<file path="src/rtl/pipe_stage_skid_pkg.sv">
// Shared constants for pipeline stage registers: payload widths, exception codes, occupancy states.
// Latency: n/a (declarations only).
// Backpressure: n/a.
package pipe_stage_skid_pkg;

    localparam int PC_W         = 32;
    localparam int INSTR_W      = 32;
    // pc, instr, pc+4
    localparam int STAGE_DATA_W = 2 * PC_W + INSTR_W;
    localparam int STAGE_EXC_W  = 4;

    localparam logic [STAGE_EXC_W-1:0] NO_E       = 4'h0;
    localparam logic [STAGE_EXC_W-1:0] E_FETCH    = 4'h1;
    localparam logic [STAGE_EXC_W-1:0] E_ILLEGAL  = 4'h2;
    localparam logic [STAGE_EXC_W-1:0] E_MISALIGN = 4'h3;

    // Control state is the number of held beats.
    typedef enum logic [1:0] {
        OCC_IDLE = 2'd0,
        OCC_ONE  = 2'd1,
        OCC_TWO  = 2'd2
    } occ_e;

endpackage

</file>
<file path="src/rtl/pipe_stage_skid_if.sv">
// Valid/ready beat channel carrying a payload and an exception code.
// Latency: n/a (wires only).
// Backpressure: master holds valid/data/exc until the slave returns ready.
interface pipe_stage_skid_if #(
    parameter int DATA_W = 96,
    parameter int EXC_W  = 4
);
    logic              valid;
    logic              ready;
    logic [DATA_W-1:0] data;
    logic [EXC_W-1:0]  exc;

    modport master (output valid, output data, output exc, input  ready);
    modport slave  (input  valid, input  data, input  exc, output ready);
endinterface

</file>
<file path="src/rtl/pipe_stage_skid_entry_reg.sv">
// One held beat: valid flag, payload and exception code.
// Latency: load visible one edge later; clr wins over load.
// Backpressure: none; the owner decides when to load or clear.
// Ports: clk/rst_n, clr (synchronous empty), load (capture in_dat/in_exc as valid), vld/dat/exc outputs.
module pipe_entry_reg
    import pipe_stage_skid_pkg::*;
#(
    parameter int                DATA_W = STAGE_DATA_W,
    parameter int                EXC_W  = STAGE_EXC_W,
    parameter logic [EXC_W-1:0]  NO_EXC = NO_E
) (
    input  logic              clk,
    input  logic              rst_n,
    input  logic              clr,
    input  logic              load,
    input  logic [DATA_W-1:0] in_dat,
    input  logic [EXC_W-1:0]  in_exc,
    output logic              vld,
    output logic [DATA_W-1:0] dat,
    output logic [EXC_W-1:0]  exc
);

    always_ff @(posedge clk or negedge rst_n) begin
        if (!rst_n) begin
            vld <= 1'b0;
            dat <= '0;
            exc <= NO_EXC;
        end else if (clr) begin
            vld <= 1'b0;
            dat <= '0;
            exc <= NO_EXC;
        end else if (load) begin
            vld <= 1'b1;
            dat <= in_dat;
            exc <= in_exc;
        end
    end

endmodule

</file>
<file path="src/rtl/pipe_stage_skid.sv">
// Handshaked pipeline stage register with optional 2-entry skid buffer, flush and exception lock.
// Latency: 1 cycle from accept to o_valid_d; full throughput with downstream ready.
// Backpressure: SKID=1 ready is registered (skid empty and unlocked); SKID=0 ready = !lock & (!main | ready_d).
// Ports: i_clk, i_rst_n, i_clk_en, i_flush, i_exc_clear; up (slave beat channel), dn (master beat channel);
//        o_exc_pending (lock), o_occupancy (held beats 0..2).
module pipe_stage_skid
    import pipe_stage_skid_pkg::*;
#(
    parameter int                DATA_W = STAGE_DATA_W,
    parameter int                EXC_W  = STAGE_EXC_W,
    parameter logic [EXC_W-1:0]  NO_EXC = NO_E,
    parameter bit                SKID   = 1'b1
) (
    input  logic                i_clk,
    input  logic                i_rst_n,
    input  logic                i_clk_en,
    input  logic                i_flush,
    input  logic                i_exc_clear,
    pipe_stage_skid_if.slave    up,
    pipe_stage_skid_if.master   dn,
    output logic                o_exc_pending,
    output logic [1:0]          o_occupancy
);

    logic              main_vld, skid_vld;
    logic [DATA_W-1:0] main_dat, skid_dat, main_in_dat;
    logic [EXC_W-1:0]  main_exc, skid_exc, main_in_exc;

    logic lock, lock_n;
    logic rdy_r;
    occ_e st, st_n;
    logic [1:0] cnt_n;

    logic up_rdy, accept, consume;
    logic main_load, main_clr, main_from_skid;
    logic skid_load, skid_clr, skid_vld_n;

    assign accept  = up.valid & up_rdy & i_clk_en;
    assign consume = main_vld & dn.ready & i_clk_en;

    // Routing of the accepted beat between main and skid.
    always_comb begin
        main_load      = 1'b0;
        main_clr       = 1'b0;
        main_from_skid = 1'b0;
        skid_load      = 1'b0;
        skid_clr       = 1'b0;
        if (i_flush) begin
            main_clr = 1'b1;
            skid_clr = 1'b1;
        end else if (!main_vld || consume) begin
            if (skid_vld) begin
                // Older skid beat advances first to keep FIFO order.
                main_load      = 1'b1;
                main_from_skid = 1'b1;
                skid_load      = accept;
                skid_clr       = !accept;
            end else if (accept) begin
                main_load = 1'b1;
            end else if (consume) begin
                main_clr = 1'b1;
            end
        end else if (accept) begin
            skid_load = 1'b1;
        end
    end

    assign main_in_dat = main_from_skid ? skid_dat : up.data;
    assign main_in_exc = main_from_skid ? skid_exc : up.exc;

    always_comb begin
        skid_vld_n = skid_vld;
        if (i_flush || skid_clr) skid_vld_n = 1'b0;
        else if (skid_load)      skid_vld_n = 1'b1;

        // A faulting accept beats a same-cycle clear.
        lock_n = lock;
        if (i_flush)                            lock_n = 1'b0;
        else if (accept && (up.exc != NO_EXC))  lock_n = 1'b1;
        else if (i_exc_clear && i_clk_en)       lock_n = 1'b0;

        cnt_n = st + {1'b0, accept} - {1'b0, consume};
        st_n  = i_flush ? OCC_IDLE : occ_e'(cnt_n);
    end

    always_ff @(posedge i_clk or negedge i_rst_n) begin
        if (!i_rst_n) begin
            st    <= OCC_IDLE;
            lock  <= 1'b0;
            rdy_r <= 1'b0;
        end else begin
            st    <= st_n;
            lock  <= lock_n;
            // Updated on every edge so ready rises on the first edge after reset.
            rdy_r <= !skid_vld_n && !lock_n;
        end
    end

    pipe_entry_reg #(.DATA_W(DATA_W), .EXC_W(EXC_W), .NO_EXC(NO_EXC)) u_main (
        .clk    (i_clk),
        .rst_n  (i_rst_n),
        .clr    (main_clr),
        .load   (main_load),
        .in_dat (main_in_dat),
        .in_exc (main_in_exc),
        .vld    (main_vld),
        .dat    (main_dat),
        .exc    (main_exc)
    );

    generate
        if (SKID) begin : g_skid
            pipe_entry_reg #(.DATA_W(DATA_W), .EXC_W(EXC_W), .NO_EXC(NO_EXC)) u_skid (
                .clk    (i_clk),
                .rst_n  (i_rst_n),
                .clr    (skid_clr),
                .load   (skid_load),
                .in_dat (up.data),
                .in_exc (up.exc),
                .vld    (skid_vld),
                .dat    (skid_dat),
                .exc    (skid_exc)
            );
            assign up_rdy = rdy_r;
        end else begin : g_pass
            assign skid_vld = 1'b0;
            assign skid_dat = '0;
            assign skid_exc = NO_EXC;
            // rdy_r is !lock once out of reset; the downstream term keeps the path combinational.
            assign up_rdy = rdy_r & (!main_vld | dn.ready);
        end
    endgenerate

    assign up.ready      = up_rdy;
    assign dn.valid      = main_vld;
    assign dn.data       = main_dat;
    assign dn.exc        = main_exc;
    assign o_exc_pending = lock;
    assign o_occupancy   = st;

endmodule
</file>
<file path="src/flat_wrapper.sv">
// flat-port wrapper written by rule: the top's interface ports become plain ports
module pipe_stage_skid_flat import pipe_stage_skid_pkg::*;
#(
    parameter int                DATA_W = STAGE_DATA_W,
    parameter int                EXC_W  = STAGE_EXC_W,
    parameter logic [EXC_W-1:0]  NO_EXC = NO_E,
    parameter bit                SKID   = 1'b1
)
  (i_clk, i_rst_n, i_clk_en, i_flush, i_exc_clear, o_exc_pending, o_occupancy, up_valid, up_data, up_exc, up_ready, dn_valid, dn_data, dn_exc, dn_ready);
  pipe_stage_skid_if #(.DATA_W(DATA_W), .EXC_W(EXC_W)) up_i ();
  pipe_stage_skid_if #(.DATA_W(DATA_W), .EXC_W(EXC_W)) dn_i ();
  input  logic i_clk;
  input  logic i_rst_n;
  input  logic i_clk_en;
  input  logic i_flush;
  input  logic i_exc_clear;
  output logic o_exc_pending;
  output logic [1:0] o_occupancy;
  input wire logic [$bits(up_i.valid)-1:0] up_valid;
  input wire logic [$bits(up_i.data)-1:0] up_data;
  input wire logic [$bits(up_i.exc)-1:0] up_exc;
  output wire logic [$bits(up_i.ready)-1:0] up_ready;
  output wire logic [$bits(dn_i.valid)-1:0] dn_valid;
  output wire logic [$bits(dn_i.data)-1:0] dn_data;
  output wire logic [$bits(dn_i.exc)-1:0] dn_exc;
  input wire logic [$bits(dn_i.ready)-1:0] dn_ready;
  assign up_i.valid = up_valid;
  assign up_i.data = up_data;
  assign up_i.exc = up_exc;
  assign up_ready = up_i.ready;
  assign dn_valid = dn_i.valid;
  assign dn_data = dn_i.data;
  assign dn_exc = dn_i.exc;
  assign dn_i.ready = dn_ready;
  pipe_stage_skid #(.DATA_W(DATA_W), .EXC_W(EXC_W), .NO_EXC(NO_EXC), .SKID(SKID)) u_core (.i_clk(i_clk), .i_rst_n(i_rst_n), .i_clk_en(i_clk_en), .i_flush(i_flush), .i_exc_clear(i_exc_clear), .up(up_i), .dn(dn_i), .o_exc_pending(o_exc_pending), .o_occupancy(o_occupancy));
endmodule
</file>
<file path="config.mk">
export PLATFORM = sky130hd
export DESIGN_NAME = pipe_stage_skid_flat
export DESIGN_NICKNAME = d
export VERILOG_FILES = /design/src/rtl/pipe_stage_skid_pkg.sv /design/src/rtl/pipe_stage_skid_if.sv /design/src/rtl/pipe_stage_skid_entry_reg.sv /design/src/rtl/pipe_stage_skid.sv /design/src/flat_wrapper.sv
export SDC_FILE = /design/constraint.sdc
export NUM_CORES = 1
export LEC_CHECK = 0
export ABC_CLOCK_PERIOD_IN_PS = 2200
export CAP_MARGIN = 20
export CORE_MARGIN = 1
export CORE_UTILIZATION = 45
export CTS_BUF_LIST = sky130_fd_sc_hd__clkbuf_16
export CTS_CLUSTER_SIZE = 30
export DETAILED_ROUTE_END_ITERATION = 7
export PLACE_DENSITY = 0.69
export SLEW_MARGIN = 20
export SYNTH_ARGS = -nofsm -noshare
export SYNTH_HDL_FRONTEND = slang
export SYNTH_SLANG_ARGS = --single-unit
</file>
<file path="constraint.sdc">
create_clock -name i_clk -period 2.2 [get_ports i_clk]
set_input_delay 0.22 -clock i_clk [delete_from_list [all_inputs] [get_ports i_clk]]
set_output_delay 0.22 -clock i_clk [all_outputs]
set_load 0.02 [all_outputs]
</file>
==> results of run 1 <==
==> metal layers <==
metal  vias to the layer above  track usage [%]
met5                         -                0
met4                         0             8.28
met3                        44             5.03
met2                       331             40.6
met1                      3922             34.1
li1                       3504                -
==> per-stage QoR <==
stage                     utilization (%)  setup slack [ns]  hold slack, ns  std cells  instance area (um2)
after CTS                            62.1             0.397           0.227       1293                12600
after floorplan                         -             0.477         -0.0756        836                 9340
after detailed placement             58.5             0.136           0.192       1253                11900
after global routing                 62.1             0.370           0.239       1293                12600
final                                62.1             0.415           0.223       1293                12600
after global placement               58.5             0.157           0.188       1253                11900
==> worst paths after layout <==
path / to / slack [ns] / cells after the start
setup / recovery: dn_valid / 0.41 / 1
hold / removal: u_core.u_main.dat[14] / 0.22 / 2
setup reg to reg: u_core.g_skid.u_skid.dat[18] / 0.45 / 4
hold reg to reg: u_core.u_main.dat[32] / 0.50 / 1
max in group asynchronous: u_core.g_skid.u_skid.dat[32] / 1.29 / 3
min in group i_clk: u_core.g_skid.u_skid.dat[58] / 0.30 / 3
==> layout by cell type (no fill, tap or decap), drive strengths merged, types with 2 or more instances in the layout <==
cell,count
nor4,4
bufinv,3
a21oi,2
dfrtp,206
nor2,3
clkinv,7
clkdlybuf4s50,209
inv,114
a221o,100
buf,37
nand2,98
o32ai,100
clkbuf,24
ha,2
nor4b,96
o21ai,2
==> flip-flops by register name (all words and copies together), names as in the netlist <==
name                      flops
u_core.g_skid.u_skid.dat     96
u_core.u_main.dat            96
u_core.g_skid.u_skid.exc      4
u_core.u_main.exc             4
u_core.o_occupancy            2
u_core.g_skid.u_skid.vld      1
u_core.o_exc_pending          1
u_core.u_main.vld             1
u_core.up.ready               1
==> cell families after synthesis <==
family	synth area share, %
buffers and inverters	9.63
AOI/OAI and AO/OA	20.7
muxes	0.121
xor gates and xnor gates	0.188
and+or+nand+nor	13.9
adders and majority gates	0.268
DFF	55.2
==> report_power, final <==
part | total (mW) | switching (mW) | internal [mW]
clock network | 3.74 | 1.51 | 2.23
logic | 1.30 | 0.691 | 0.609
registers | 4.01 | 0.0889 | 3.92
==> final cells by class <==
type | instances | area share, %
clock buffer | 23 | 4.56
clock inverter | 16 | 1.12
multi-input combinational | 422 | 26.4
tap | 270 | 2.68
sequential | 206 | 40.9
inverter | 108 | 3.21
timing repair buffer | 248 | 21.2
==> summary.md, run 1 <==
| Metric | Value |
|---|---|
| Filler cells | ~1600 |
| Vias per inst | just over 6 |
| Worst Path Max Fanout | 4 |
| DRT met1 WL | 11300 um |
| CP arrival | 1.57 ns |
| Post-synthesis net count | ~950 |
| Setup CP Type | register to output pin |
| Area growth from synthesis to layout | 35.0% |
| Fmax achieved | around 0.56 GHz |
| Insertion delay to the later sink of the worst-skew pair | ~0.5 ns |
| Initial antenna violation count | 0 |
| PwrDens | approximately 700 nW/um2 |
| H-tree levels | 1 |
| Avg Inst Size Synth | 11.2 um2 |
| Top delay family on crit path | buffers and inverters |
| Main area contributors after synthesis | dfrtp_1, a221o_1, o32ai_1, nor4b_1, inv_1 |
| Ys flop type | dfrtp_1 |
| Rel. slew slack | 46.0% |
| Final slew viol count | 0 |
| DRC viols | 0 |
| RSZ-0062 raised after global routing | false |
| Port bufs | roughly 210 |
| Status | finished, final reports clean |
| Post-synth EDFFs | 0 |
| Max-cap violations | 0 |
| Largest net degree at the start of global routing | 70 |
| DP HPWL | ~16000 um |
| Synth cell count leaders | dfrtp_1, inv_1, a221o_1, o32ai_1, nand2_1 |
| Crit. End Element | output pin |
| Period minus WS final | about 1.8 ns |
| Count of final setup violators | 0 |
| Lkg Pwr | about 5.0 nW |
| Worst-path cell chain | clkdlybuf4s50_1 |
| Vias in the first global route | between 7000 and 8000 |
| First drt pass iteration count | 5 |
| Overall power | just over 9 mW |
| R2r startpoint | u_core.u_main.vld |
| Setup tns final | 0 ns |
| Nets@finish | approximately 1100 |
| Startpoint Class | register |
| Ys Warns | 0 |
| Area of the multi-input gates | between 3000 and 4000 um2 |
| Synthesized cell area | around 9300 um2 |
| Worst Setup SP | u_core.u_main.vld |
| Post-CTS sizing | 0 |
| Root buf cell | clkbuf_16 |
| Flip-flop and latch area | 5160 um2 |
| Max incr delay on CP | 0.64 ns |
| Hold Fails Final Rpt | 0 |
| Max clock buf depth | 3 |
| Synth cell types | 31 |
| CTS tree | yes |
| RePlAce Congestion | ~0.76 |
| Clock slew at reported path FFs | 0.06 ns |
| Vias | 7801 |
| CTS sink cnt | 206 |
| First-pass GRT wire length | 43500 um |
| Most common cell in the netlist | dfrtp_1 |
| Mapped Cells | 836 |
| Clock skew | roughly 0.006 ns |
| Hold buffer count at CTS | 1 |
| DR iter-0 viols | ~720 |
| Slowest-stage cell, CP | clkdlybuf4s50_1 |
| Antenna viol nets, final | 0 |
| Asr flop ratio synth | 100% |
| Post-synth top area share | about 55% |
| Part of the Yosys area used for sequential elements | 55.2% |
| Final wirelength | about 27000 um |
| Crit share post-route | roughly 81% |
| IO Count | 212 |
| DR WL met2 | ~13000 um |
| Ant. Diodes | 0 |
| Wire per inst | ~21 um |
| Number of synthesized register bits | 206 |
| VDD IR-drop max | 575 uV |
| Hold Path Class | primary input to asynchronous set/reset pin |
| DR WL met3 | between 1500 and 2000 um |
| Req. time, crit path | around 2.0 ns |
| Worst-Margin Slew | around 0.8 ns |
| Die area | approximately 21000 um2 |
| Starting Density | roughly 46% |
| Row Count | 52 |
| Post-CTS setup buffer count | 0 |
| Layout cell share with drive strength beyond 1 | around 7.2% |
| Die X | around 150 um |
| Largest area contributor in the netlist | dfrtp_1 |
| Crit path buf inv count | 1 |
| Core Area | ~20000 um2 |
| GR Util All Layers | roughly 25% |
| Highest routed metal layer | met4 |
| Clock buffer count from CTS | 23 |
| GR Overflow Total | 0 |
| Die Y | 146 um |
Power figures use the tool's default switching activity.
==> run 2: changes to the inputs <==
--- a/config.mk
+++ b/config.mk
@@ -5,7 +5,7 @@
 export SDC_FILE = /design/constraint.sdc
 export NUM_CORES = 1
 export LEC_CHECK = 0
-export ABC_CLOCK_PERIOD_IN_PS = 2200
+export ABC_CLOCK_PERIOD_IN_PS = 1650
 export CAP_MARGIN = 20
 export CORE_MARGIN = 1
 export CORE_UTILIZATION = 45
==> constraint.sdc (replaced) <==
create_clock -name i_clk -period 1.65 [get_ports i_clk]
set_input_delay 0.165 -clock i_clk [delete_from_list [all_inputs] [get_ports i_clk]]
set_output_delay 0.165 -clock i_clk [all_outputs]
set_load 0.02 [all_outputs]
==> run 2 against run 1 <==
Against the previous run: core utilization rose by 1.9 points; sequential share of layout area fell by 1.2 points; global-route usage rose by 0.19 points; largest cell class unchanged; design area rose by 3.0%; critical endpoint is now u_core.g_skid.u_skid.dat[49]; clock power rose by 39%; hold slack got worse by 0.057 ns; first-iteration DRC count fell by 11%; die area did not move; largest power group unchanged; combinational power rose by 32%; highest routed layer unchanged.
==> summary.md, run 2 (synthesized netlist as in run 1, its figures left out) <==
| Metric | Value |
|---|---|
| Insertion delay to the later sink of the worst-skew pair | 0.50 ns |
| Die Y | 146 um |
| Lkg Pwr | 5.90 nW |
| Layout cell share with drive strength beyond 1 | 11.7% |
| Area growth from synthesis to layout | 39.1% |
| GR Overflow Total | 0 |
| Startpoint Class | register |
| Worst-Margin Slew | around 0.9 ns |
| Largest net degree at the start of global routing | slightly below 70 |
| P_int | a little over 9 mW |
| Crit. End Element | register |
| Slowest-stage cell, CP | mux2_4 |
| Worst Path Max Fanout | between 50 and 60 |
| Biggest regs | u_core.g_skid.u_skid.dat: 96 flops, u_core.u_main.dat: 96 flops |
| First drt pass iteration count | 5 |
| DR iter-0 viols | about 630 |
| Max clock buf depth | 3 |
| Core Area | approximately 20000 um2 |
| Vias in the first global route | a little under 8000 |
| Initial antenna violation count | 0 |
| RSZ-0062 raised after global routing | true |
| Most frequent cells in the layout | dfrtp_1, inv_1, clkdlybuf4s50_1 |
| Req. time, crit path | around 2.1 ns |
| CP arrival | roughly 2.0 ns |
| Period minus WS final | between 1.5 and 2 ns |
| CTS tree | yes |
| Row Count | 52 |
| Die area | approximately 21000 um2 |
| Nets@finish | 1139 |
| Setup CP Type | register to register |
| Sequential share of power | 43.6% |
| Rel. slew slack | 41.1% |
| Psw | 3.11 mW |
| Die X | 146 um |
| DP HPWL | roughly 17000 um |
| IO Count | 212 |
| Final wirelength | roughly 27000 um |
| Max-cap violations | 0 |
| Wire per inst | ~21 um |
| PwrDens | roughly 940 nW/um2 |
| Worst-path cell chain | a21boi_4 -> mux2_4 -> buf_12 -> o32ai_1 |
| Clock share of power | a little over two fifths |
| H-tree levels | 1 |
| Hold Fails Final Rpt | 0 |
| First-pass GRT wire length | 43200 um |
| Final slew viol count | 0 |
| Gate power share | about 14% |
| Switch share | 25.4% |
| Clock buffer count from CTS | 22 |
| Antenna viol nets, final | 0 |
| Count of final setup violators | 0 |
| Vias | 7889 |
| VDD IR-drop max | roughly 750 uV |
| Ant. Diodes | 0 |
| Fmax achieved | 0.608 GHz |
| Status | finished, final reports clean |
| Max incr delay on CP | 0.37 ns |
| RePlAce Congestion | about 0.75 |
| Root buf cell | clkbuf_16 |
| Hold Path Class | primary input to asynchronous set/reset pin |
| Starting Density | 46.0% |
| Vias per inst | roughly 6 |
| DRC viols | 0 |
| GR Util All Layers | between 20 and 30% |
| Clock slew at reported path FFs | around 0.060 ns |
| Most common cell after layout, fill and taps aside | dfrtp_1 |
| Port bufs | 211 |
| Setup tns final | 0 ns |
| CTS sink cnt | between 200 and 250 |
| Overall power | roughly 12 mW |
| Crit share post-route | around 100% |
| Clock skew | 0.0147 ns |
[run 2: cell count changes in the layout (fill, tap and decap cells not counted), moves of 2 or more]
cell and delta:
dlygate4sd2_1 +75, inv_1 -4, o32ai_2 +19, dlymetal6s2s_1 +26, clkdlybuf4s50_1 -101, buf_12 +5
o32ai_1 -19, clkinvlp_4 +3, clkinv_1 -2, clkinv_2 +2, buf_4 +17
[run 2: power groups by stage]
stage / Clock (mW) / Sequential [mW] / Combinational, mW
3_5_place_dp: 0 / 5.43 / 1.76
5_1_grt: 5.49 / 5.36 / 1.81
3_3_place_gp: 0 / 5.43 / 1.75
2_1_floorplan: 0 / 5.57 / 0.632
4_1_cts: 5.30 / 5.34 / 1.70
6_report: 5.21 / 5.34 / 1.71
[run 2: metal layers]
layer,up-vias,share of wire [%],global-route usage (%)
met5,-,0,0
met4,0,3.0,8.59
met3,55,6.3,4.06
met2,311,49,40.8
met1,3966,42,35.1
li1,3557,-,-
[run 2: area by class of cell]
type,instances,area (um2)
Fill cell,1636,7300
Inverter,108,405
Tap cell,270,338
Sequential cell,206,5160
Clock buffer,23,576
Multi-Input combinational cell,422,3470
Timing Repair Buffer,270,2870
Clock inverter,16,181
[run 2: path summary, 6_finish.rpt]
kind,depth (start not counted),from,slack [ns],endpoint
setup reg to reg,4,u_core.u_main.vld,0.005,u_core.g_skid.u_skid.dat[49]
min in group i_clk,3,up_data[40],0.24,u_core.g_skid.u_skid.dat[40]
hold reg to reg,1,u_core.g_skid.u_skid.dat[8],0.50,u_core.u_main.dat[8]
hold / removal,2,i_rst_n,0.17,u_core.u_main.dat[51]
max in group asynchronous,3,i_rst_n,0.82,u_core.u_main.dat[88]
setup / recovery,4,u_core.u_main.vld,0.005,u_core.g_skid.u_skid.dat[49]
[run 2: repair_timing]
| action | 4_1_cts | 5_1_grt |
|---|---|---|
| gates resized for setup | 76 | 44 |
| pin swaps | 0 | 0 |
| setup buffers | 0 | 1 |
| hold buffers | 1 | 0 |
| setup endpoints to repair | 76 | 107 |
| endpoints found under the hold margin | 118 | 0 |
[run 2: critical path, delay by kind of cell, from the launching register on]
family,cells,cell delay [ns]
mux,1,0.37
buf+inv,1,0.19
flops,1,0.35
compound gates,2,0.57
[run 2: stage by stage]
step           setup slack [ns]  instance area (um2)  instances  utilization (%)  hold WS, ns
2_1_floorplan            0.0328                 9350        836                -       -0.131
3_3_place_gp             -0.287                12100       1274             59.6        0.140
3_5_place_dp             -0.390                12100       1274             59.6        0.138
4_1_cts                0.000501                12800       1314             63.0        0.171
5_1_grt                 -0.0305                13000       1315             64.0        0.205
6_report                0.00511                13000       1315             64.0        0.165
==> run 3: changes to the inputs <==
--- a/config.mk
+++ b/config.mk
@@ -12,8 +12,9 @@
 export CTS_BUF_LIST = sky130_fd_sc_hd__clkbuf_16
 export CTS_CLUSTER_SIZE = 30
 export DETAILED_ROUTE_END_ITERATION = 7
-export PLACE_DENSITY = 0.69
+export PLACE_DENSITY = 0.67
 export SLEW_MARGIN = 20
 export SYNTH_ARGS = -nofsm -noshare
 export SYNTH_HDL_FRONTEND = slang
+export SYNTH_HIERARCHICAL = 1
 export SYNTH_SLANG_ARGS = --single-unit
==> run 3 against run 2 <==
Against the previous run: the run now ends with negative setup slack left; die area is 11% higher; power is 5.1% lower; wire length is 6.4% lower; flip-flop and latch count stayed put; design area is 11% higher; worst setup slack worse by 0.22 ns; sequential power is 2% lower; global-route usage is 4.5 points lower; largest power group unchanged.
==> summary.md, run 3 <==
| Metric | Value |
|---|---|
| Vias per inst | approximately 5 |
| Util after Layout | 63.8% |
| CP arrival | between 2 and 2.5 ns |
| Fmax achieved | approximately 0.54 GHz |
| Post-Layout Cell Count | roughly 1400 |
| First drt pass iteration count | 5 |
| Max clock buf depth | 3 |
| Most common cell after layout, fill and taps aside | nor2_1 |
| Worst-Margin Slew | roughly 0.44 ns |
| Synth cell types | 26 |
| Biggest regs | u_core/g_skid.u_skid/dat: 96 flops, u_core/u_main/dat: 96 flops |
| Ant. Diodes | 0 |
| Post-synth EDFFs | 0 |
| Antenna viol nets, final | 0 |
| First-pass GRT wire length | between 30000 and 40000 um |
| Initial antenna violation count | 0 |
| Area after DPL | between 10000 and 15000 um2 |
| Startpoint Class | register |
| Clock buffer count from CTS | 23 |
| Largest net degree at the start of global routing | between 50 and 60 |
| Dpl ws | -0.450 ns |
| PwrDens | 807 nW/um2 |
| Rel. slew slack | ~71% |
| Worst Path Max Fanout | 7 |
| Status | finished with violations |
| Port bufs | 211 |
| Row Count | 55 |
| Failing checks | negative setup slack |
| Core Area | approximately 23000 um2 |
| H-tree levels | 1 |
| Largest area contributor in the netlist | dfrtp_1 |
| Ys flop type | dfrtp_1 |
| VDD IR-drop max | about 750 uV |
| Final slew viol count | 0 |
| Asr flop ratio synth | 100% |
| Final wirelength | 25600 um |
| Wire per inst | 18.8 um |
| Avg Inst Size Synth | ~13 um2 |
| CTS sink cnt | approximately 200 |
| Met3 Use GR | under 10% |
| GR Util met1 | 27.1% |
| Setup CP Type | register to register |
| GR Overflow Total | 0 |
| Clock slew at reported path FFs | ~0.06 ns |
| IO Count | between 200 and 250 |
| Synthesized cell area | roughly 10000 um2 |
| Period minus WS final | ~1.9 ns |
| Final instance area | between 10000 and 15000 um2 |
| Part of the Yosys area used for sequential elements | 49.8% |
| Count of final setup violators | around 200 |
| Crit. End Element | register |
| DR iter-0 viols | ~220 |
| Main area contributors after synthesis | dfrtp_1, mux2i_1, mux2_4, nor2_1, buf_12 |
| Area growth from synthesis to layout | 39.1% |
| Die X | about 150 um |
| RSZ-0062 raised after global routing | true |
| Layout cell share with drive strength beyond 1 | 22.4% |
| Vias in the first global route | 7056 |
| Worst R2R Setup Slack | -0.21 ns |
| RePlAce Congestion | 0.770 |
| Lkg Pwr | 7.08 nW |
| Nets@finish | roughly 1200 |
| Placed instance count | 1287 |
| DP HPWL | 15600 um |
| Crit share post-route | 113% |
| Die Y | about 150 um |
| GR Util All Layers | approximately a fifth |
| Root buf cell | clkbuf_16 |
| Post-synth top area share | 49.8% |
| Starting Density | approximately 46% |
| Grt met2 use | between 30% and 40% |
| Insertion delay to the later sink of the worst-skew pair | 0.51 ns |
| Vias | ~6800 |
| Most common cell in the netlist | nor2_1 |
| Synth cell count leaders | nor2_1, dfrtp_1, mux2i_1 |
| Req. time, crit path | slightly above 2 ns |
| Mapped Cells | slightly below 800 |
| Max-cap violations | 0 |
| Die area | ~24000 um2 |
| Hold Fails Final Rpt | 0 |
| Ys Warns | 6 |
| Setup tns final | -25.53 ns |
| Post-route setup slack | -0.214 ns |
| Hold Path Class | primary input to asynchronous set/reset pin |
| Most frequent cells in the layout | nor2_1, dfrtp_1, mux2i_1 |
| CTS tree | yes |
| GRT Max-Usage Layer | met2 |
| Number of synthesized register bits | ~200 |
| Post-synthesis net count | between 900 and 1000 |
| Clock skew | 0.0216 ns |
| DRC viols | 0 |
## run 3: changes by cell type after synthesis, moves of 96 or more
cell	change
mux2i_1	+200
nor4b_1	-96
o32ai_1	-100
a221o_1	-100
mux2_4	+100
nor2_1	+205
inv_1	-106
## run 3: power by group
group / total [mW] / switching, mW / leakage [nW] / internal [mW]
registers: 5.22 / 0.0600 / 2.85 / 5.16
clock network: 4.91 / 2.06 / 0.379 / 2.85
logic: 1.50 / 0.699 / 3.85 / 0.801
## run 3: metal layers
metal | wire [um] | vias to the layer above | part of all wire, %
met5 | 0 | - | 0
met4 | 554 | 0 | 2.2
met3 | 1310 | 39 | 5.1
met2 | 12500 | 159 | 49
met1 | 11200 | 3389 | 44
li1 | - | 3246 | -
## run 3: area by class of cell
type | count | area [um2]
flip-flops and latches | 206 | 5160
well taps | 285 | 357
clock inverters | 19 | 139
fillers | 1766 | 8170
clock buffers | 23 | 576
repair buffers | 297 | 3610
multi-input cells | 530 | 4560
inverters | 2 | 7.51
## run 3: worst paths after layout
path | to | from | depth (start not counted)
max | u_core/u_main/dat[46] | u_core/u_main/vld | 7
min | u_core/u_main/dat[60] | i_rst_n | 2
max reg2reg | u_core/u_main/dat[46] | u_core/u_main/vld | 7
min reg2reg | u_core/u_main/dat[65] | u_core/u_main/dat[65] | 2
max in group asynchronous | u_core/g_skid.u_skid/dat[66] | i_rst_n | 3
min in group i_clk | u_core/g_skid.u_skid/dat[91] | up_data[91] | 3
## run 3: through the flow
stage               power, mW  hold WS, ns
global route             12.0        0.203
CTS                      11.7        0.183
finish                   11.6        0.178
floorplan                6.02       -0.131
global placement         6.78        0.119
detailed placement       6.79        0.120
## run 3: cell families (layout without fill, tap and decap cells)
logic type      count (synthesis)  after routing  synth area share [%]
compound gates                  8              8                 0.653
xor+xnor                        2              2                 0.169
fa+ha+maj                       2              2                 0.242
buf+inv                        58            341                  7.11
flops                         206            206                  49.8
mux                           300            300                  33.8
simple gates                  218            218                  8.21
## run 3: critical path: stages, from the launching register on
cell      delay, ns
dfrtp_2        0.40
a21boi_4       0.15
nor3b_4        0.28
buf_8          0.21
buf_12         0.14
mux2_4         0.30
mux2i_1        0.17
nor2_1         0.07
## run 3: repair_timing
item / 4_1_cts / 5_1_grt
hold endpoints to repair: 175 / 0
hold buffers: 1 / 0
setup endpoints to repair: 207 / 238
setup buffers: 7 / 7
resized for setup: 78 / 56
pin swaps: 4 / 32
gates cloned: 12 / 6
